File: src/rtl/cmul_pkg.sv
// Shared constants, FSM/index encodings and operand bundle for the sequential complex multiplier.
// Latency: n/a (declarations only).
// Backpressure: n/a.
package cmul_pkg;

  localparam int DATA_W = 8;
  localparam int PROD_W = 16;
  localparam int ACC_W  = 17;

  // FSM state encoding
  localparam logic [1:0] S_IDLE  = 2'd0;
  localparam logic [1:0] S_MUL   = 2'd1;
  localparam logic [1:0] S_DRAIN = 2'd2;
  localparam logic [1:0] S_DONE  = 2'd3;

  // Partial-product order through the shared multiplier
  localparam logic [1:0] IDX_AC = 2'd0;  // a_re*b_re -> +re
  localparam logic [1:0] IDX_BD = 2'd1;  // a_im*b_im -> -re
  localparam logic [1:0] IDX_AD = 2'd2;  // a_re*b_im -> +im
  localparam logic [1:0] IDX_BC = 2'd3;  // a_im*b_re -> +im

  typedef struct packed {
    logic [DATA_W-1:0] a_re;
    logic [DATA_W-1:0] a_im;
    logic [DATA_W-1:0] b_re;
    logic [DATA_W-1:0] b_im;
  } operands_t;

  // Absolute value as unsigned; -128 maps to 8'h80 (=128), which is exactly what the multiplier needs.
  function automatic logic [DATA_W-1:0] magnitude(input logic [DATA_W-1:0] x);
    return x[DATA_W-1] ? ((~x) + {{(DATA_W-1){1'b0}}, 1'b1}) : x;
  endfunction

endpackage

File: src/rtl/vedic8.sv
// 8x8 unsigned multiplier, Urdhva-style split into four 4x4 nibble products.
// Latency: combinational. Backpressure: none.
// Ports: a_i, b_i 8-bit unsigned operands; p_o 16-bit unsigned product.
module vedic8 (
  input  logic [7:0]  a_i,
  input  logic [7:0]  b_i,
  output logic [15:0] p_o
);

  logic [7:0] pp_ll, pp_lh, pp_hl, pp_hh;

  assign pp_ll = {4'd0, a_i[3:0]} * {4'd0, b_i[3:0]};
  assign pp_lh = {4'd0, a_i[3:0]} * {4'd0, b_i[7:4]};
  assign pp_hl = {4'd0, a_i[7:4]} * {4'd0, b_i[3:0]};
  assign pp_hh = {4'd0, a_i[7:4]} * {4'd0, b_i[7:4]};

  // Cross terms sit at nibble weight 4; outer terms concatenate directly.
  assign p_o = {pp_hh, pp_ll} + ({8'd0, pp_lh} << 4) + ({8'd0, pp_hl} << 4);

endmodule

File: src/rtl/cmul_seq_ctrl.sv
// Sequential signed complex multiply over one shared vedic8; ac, bd, ad, bc partial products in turn.
// Latency: out_valid 4 cycles after acceptance (5 with CMUL_MULREG_EN, which registers the product and adds DRAIN).
// Backpressure: result and out_valid held in DONE until out_ready; in_ready only in IDLE, one cycle after handoff.
// Ports: clk, rst_n (async low); in_valid/in_ready + a_re,a_im,b_re,b_im (signed 8b);
//        out_valid/out_ready + p_re,p_im (signed 17b); busy = not IDLE.
module cmul_seq_ctrl
  import cmul_pkg::*;
(
  input  logic                     clk,
  input  logic                     rst_n,
  input  logic                     in_valid,
  output logic                     in_ready,
  input  logic [DATA_W-1:0]        a_re,
  input  logic [DATA_W-1:0]        a_im,
  input  logic [DATA_W-1:0]        b_re,
  input  logic [DATA_W-1:0]        b_im,
  output logic                     out_valid,
  input  logic                     out_ready,
  output logic signed [ACC_W-1:0]  p_re,
  output logic signed [ACC_W-1:0]  p_im,
  output logic                     busy
);

  logic [1:0]              state_q, state_d;
  logic [1:0]              idx_q, idx_d;
  operands_t               ops_q, ops_d;
  logic signed [ACC_W-1:0] p_re_q, p_re_d;
  logic signed [ACC_W-1:0] p_im_q, p_im_d;

  logic [DATA_W-1:0]       op_x, op_y;
  logic [PROD_W-1:0]       prod;
  logic                    prod_neg;

  logic [PROD_W-1:0]       acc_prod;
  logic                    acc_neg;
  logic [1:0]              acc_sel;
  logic                    acc_en;
  logic signed [ACC_W-1:0] prod_ext;
  logic signed [ACC_W-1:0] corr;

  // Operand pair for the current partial product
  always_comb begin
    case (idx_q)
      IDX_AC:  begin op_x = ops_q.a_re; op_y = ops_q.b_re; end
      IDX_BD:  begin op_x = ops_q.a_im; op_y = ops_q.b_im; end
      IDX_AD:  begin op_x = ops_q.a_re; op_y = ops_q.b_im; end
      default: begin op_x = ops_q.a_im; op_y = ops_q.b_re; end
    endcase
  end

  assign prod_neg = op_x[DATA_W-1] ^ op_y[DATA_W-1];

  vedic8 u_mul (
    .a_i (magnitude(op_x)),
    .b_i (magnitude(op_y)),
    .p_o (prod)
  );

`ifdef CMUL_MULREG_EN
  // Product stage: the accumulator sees each product one cycle after it is formed,
  // tagged with the index it was formed under.
  logic [PROD_W-1:0] prod_q;
  logic              neg_q;
  logic [1:0]        sel_q;
  logic              pvld_q;

  always_ff @(posedge clk or negedge rst_n) begin
    if (!rst_n) begin
      prod_q <= '0;
      neg_q  <= 1'b0;
      sel_q  <= IDX_AC;
      pvld_q <= 1'b0;
    end else begin
      prod_q <= prod;
      neg_q  <= prod_neg;
      sel_q  <= idx_q;
      pvld_q <= (state_q == S_MUL);
    end
  end

  assign acc_prod = prod_q;
  assign acc_neg  = neg_q;
  assign acc_sel  = sel_q;
  assign acc_en   = pvld_q;
`else
  assign acc_prod = prod;
  assign acc_neg  = prod_neg;
  assign acc_sel  = idx_q;
  assign acc_en   = (state_q == S_MUL);
`endif

  assign prod_ext = {1'b0, acc_prod};
  assign corr     = acc_neg ? -prod_ext : prod_ext;

  always_comb begin
    state_d = state_q;
    idx_d   = idx_q;
    ops_d   = ops_q;
    p_re_d  = p_re_q;
    p_im_d  = p_im_q;

    case (state_q)
      S_IDLE: begin
        if (in_valid) begin
          ops_d   = {a_re, a_im, b_re, b_im};
          p_re_d  = '0;
          p_im_d  = '0;
          idx_d   = IDX_AC;
          state_d = S_MUL;
        end
      end
      S_MUL: begin
        idx_d = idx_q + 2'd1;
        if (idx_q == IDX_BC) begin
`ifdef CMUL_MULREG_EN
          state_d = S_DRAIN;
`else
          state_d = S_DONE;
`endif
        end
      end
`ifdef CMUL_MULREG_EN
      S_DRAIN: state_d = S_DONE;
`endif
      S_DONE: begin
        if (out_ready) state_d = S_IDLE;
      end
      default: state_d = S_IDLE;
    endcase

    // Never active in IDLE, so it cannot collide with the accumulator clear above.
    if (acc_en) begin
      case (acc_sel)
        IDX_AC:  p_re_d = p_re_q + corr;
        IDX_BD:  p_re_d = p_re_q - corr;
        default: p_im_d = p_im_q + corr;
      endcase
    end
  end

  always_ff @(posedge clk or negedge rst_n) begin
    if (!rst_n) begin
      state_q <= S_IDLE;
      idx_q   <= IDX_AC;
      ops_q   <= '0;
      p_re_q  <= '0;
      p_im_q  <= '0;
    end else begin
      state_q <= state_d;
      idx_q   <= idx_d;
      ops_q   <= ops_d;
      p_re_q  <= p_re_d;
      p_im_q  <= p_im_d;
    end
  end

  assign in_ready  = (state_q == S_IDLE);
  assign out_valid = (state_q == S_DONE);
  assign busy      = (state_q != S_IDLE);
  assign p_re      = p_re_q;
  assign p_im      = p_im_q;

endmodule

File: config.mk
export PLATFORM = sky130hd
export DESIGN_NAME = cmul_seq_ctrl
export DESIGN_NICKNAME = d
export VERILOG_FILES = /design/src/rtl/cmul_pkg.sv /design/src/rtl/vedic8.sv /design/src/rtl/cmul_seq_ctrl.sv
export SDC_FILE = /design/constraint.sdc
export NUM_CORES = 1
export LEC_CHECK = 0
export BUFFER_PORTS_ARGS = -buffer_cell sky130_fd_sc_hd__buf_2
export CAP_MARGIN = 40
export CORE_MARGIN = 3
export CORE_UTILIZATION = 60
export CTS_BUF_LIST = sky130_fd_sc_hd__clkbuf_4
export CTS_CLUSTER_SIZE = 8
export DETAILED_ROUTE_END_ITERATION = 8
export GPL_TIMING_DRIVEN = 0
export PLACE_DENSITY = 0.81
export SLEW_MARGIN = 10
export SYNTH_ARGS = -nofsm -noshare
export SYNTH_HDL_FRONTEND = slang
export SYNTH_SLANG_ARGS = --single-unit
File: constraint.sdc
create_clock -name clk -period 21.8 [get_ports clk]
set_input_delay 1.09 -clock clk [delete_from_list [all_inputs] [get_ports clk]]
set_output_delay 1.09 -clock clk [all_outputs]
set_load 0.02 [all_outputs]
==> metrics.csv <==
metric,value,unit
status,"finished, final reports clean",
total die area,0.0140,mm^2
Worst slew margin,41.4,%
IO Pins,73,
path type of the worst min-delay path,in -> async,
RSZ-0062 raised after global routing,false,
Initial DRT Pass Iterations,5,
Tightest Pin Transition,873,ps
vias per cell,5.87,
post-CTS resize count,0,
vias in the first global route,6290,
"Setup Fix Bufs, Post-CTS",0,
area delta synth->final,10.2,%
GRT Util Overall,25.0,%
largest net degree at the start of global routing,63,
final setup fails,0,
Via Count,6424,
capture point of the worst reg-to-reg path,p_re[16]$_DFF_PN0_,
"antenna viol nets, final",0,
die width,118,um
Rows,40,
Crit Path Class,reg -> reg,
sequential share of the synthesized area,23.1,%
drt drc,0,
Mapped Avg Cell Area,9.06,um^2
HPWL after detailed placement,13900,um
flop2flop setup slack,11150,ps
"Clk Latency, worst-skew pair",460,ps
"CP delay by family, top",adder cells,
Netlist Area Pre-Place,0.00757,mm^2
commonest register cell after synthesis,dfrtp_1,
"Remaining Overflow, GRT",0,
Port-buffer cells,72,
Core Area,0.0122,mm^2
Worst Setup End Kind,flip-flop,
GR Layer Usage met2,40.6,%
crit path DAT,10980,ps
CP startpoint kind,flip-flop,
post-DR wirelength/cell,15.7,um
GR met3 Demand/Resource,4.55,%
layer with the highest usage,met2,
Worst Reg-to-Reg Cells,37,
root buffer cell,clkbuf_4,
Iter 0 DRT Violations,357,
WP data required,22130,ps
"Clk pin slew, worst setup/hold paths",130,ps
Total Nets Final,1077,
met1 usage,34.6,%
Synth async-reset ratio,100,%
cts bufs inserted,9,
CP max stage delay,630,ps
# Max-Cap Violations,0,
Ys Warns,0,
setup_tns,0,ps
Mapped Nets,992,
max-slew violation count,0,
Placer Congestion,0.909,
Max Root-Sink Buffers,2,
initial antenna violation count,1,
clock tree from TritonCTS,built,
Yosys reg bits,70,
Routed Wire Length,17200,um
hold bufs inserted after CTS,0,
gate count of the mapped netlist,836,
first-pass GRT wire length,29000,um
FMAX,93.9,MHz
final cycle utilization of the critical path,48.8,%
Post-Route Skew,13.6,ps
fraction of layout cells with a size suffix above 1,18.1,%
endpoints failing hold,0,
DIE HEIGHT,118,um
CTS Sinks,70,
"Max FO, Critical Path",10,
initial core utilization,62.3,%
H-tree depth,3,
Buf/Inv on CP,4,
CP max stage cell,a2111oi_0,
Worst R2R Start,acc_sel[0]$_DFFE_PN0P_,
Post-synth EDFFs,0,
fin crit period,10650,ps
synth unique cells,72,
==> cell usage in the layout (no fill, tap or decap), types with 7 or more instances in the layout <==
master    netlist  final
a21o_1         17     17
a21oi_1        54     54
a22o_1         19     19
and2_1         10     10
and3_1          7      7
buf_2           1     72
clkbuf_1       12     12
clkbuf_4        0      9
dfrtp_1        70     70
fa_1           27     27
ha_1           93     93
inv_1          60     60
mux2_2         33     33
mux2i_1        15     15
nand2_1        32     32
nand2b_1       10     10
nand3_1        14     14
nor2_1         89     89
nor2b_1         7      7
nor3_1         17     17
o21ai_0        34     34
o31ai_1         7      7
or2_2          27     27
or3_1           7      7
xnor2_1        46     46
xor2_1         33     33
==> through the flow <==
stage	util, %	instance area, um^2	hold slack [ps]	worst slack, ps	instances
final	68.6	8350	430	11150	1095
after CTS	68.6	8340	415	11200	1094
after detailed placement	67.3	8180	493	11340	1078
after floorplan	-	7570	469	12630	836
after global routing	68.6	8350	407	10420	1095
after global placement	66.9	8140	478	11440	1076
==> cells in the mapped netlist, drive strengths merged, types with 6 or more instances <==
master	count	share of area (%)
nand2b	10	0.83
nor2b	8	0.69
clkbuf	12	0.59
xor2	33	3.8
mux2i	15	2.0
nand2	32	1.6
or2	30	2.5
dfrtp	70	23
and3	7	0.58
o211ai	6	0.59
a22o	19	2.2
nor3	18	1.3
nor2	90	4.5
xnor2	46	5.3
and2	10	0.83
o21ai	41	2.8
mux2	33	4.9
fa	27	7.1
a21oi	57	4.0
o21bai	6	0.59
ha	93	15
a21o	17	1.7
o31ai	7	0.69
nand3	14	0.93
inv	60	3.0
or3	8	0.73
==> metal layers <==
layer / vias to the layer above / part of all wire, %
li1: 3144 / -
met1: 3090 / 47
met2: 173 / 47
met3: 17 / 5.2
met4: 0 / 1.1
met5: - / 0
==> cell type report <==
class | count | area, um^2
Antenna cell | 1 | 2.50
Timing Repair Buffer | 74 | 398
Clock inverter | 7 | 97.6
Sequential cell | 70 | 1750
Clock buffer | 9 | 67.6
Inverter | 60 | 225
Multi-Input combinational cell | 689 | 5510
Fill cell | 1007 | 3810
Tap cell | 168 | 210
Buffer | 17 | 83.8
==> worst max-delay path by stage <==
stage                            from                 end  slack, ps  depth (start not counted)
6_report       acc_sel[0]$_DFFE_PN0P_  p_re[16]$_DFF_PN0_      11150                         37
5_1_grt        acc_sel[0]$_DFFE_PN0P_  p_re[16]$_DFF_PN0_      10420                         36
4_1_cts        acc_sel[0]$_DFFE_PN0P_  p_re[16]$_DFF_PN0_      11200                         37
3_5_place_dp   acc_sel[0]$_DFFE_PN0P_  p_re[16]$_DFF_PN0_      11340                         37
3_3_place_gp   acc_sel[0]$_DFFE_PN0P_  p_re[16]$_DFF_PN0_      11440                         37
2_1_floorplan  acc_sel[0]$_DFFE_PN0P_  p_re[16]$_DFF_PN0_      12630                         38
==> cell families (layout without fill, tap and decap cells) <==
family          Yosys count  in the layout  share of synthesized area [%]
flops                    70             70                           23.1
mux                      48             48                           6.89
simple gates            243            243                           16.0
other cells               0              1                              0
compound gates          197            197                           17.8
buf+inv                  77            167                           4.08
xor+xnor                 80             80                           9.44
fa+ha+maj               121            121                           22.6
==> state kept, by name (all words and copies together) (netlist names) <==
register  flops
state_q       2
acc_sel       2
ops_q        32
p_im         17
p_re         17
Power is not shown: default switching activity piles up to over one toggle a cycle in this logic, so the estimate is an artifact.
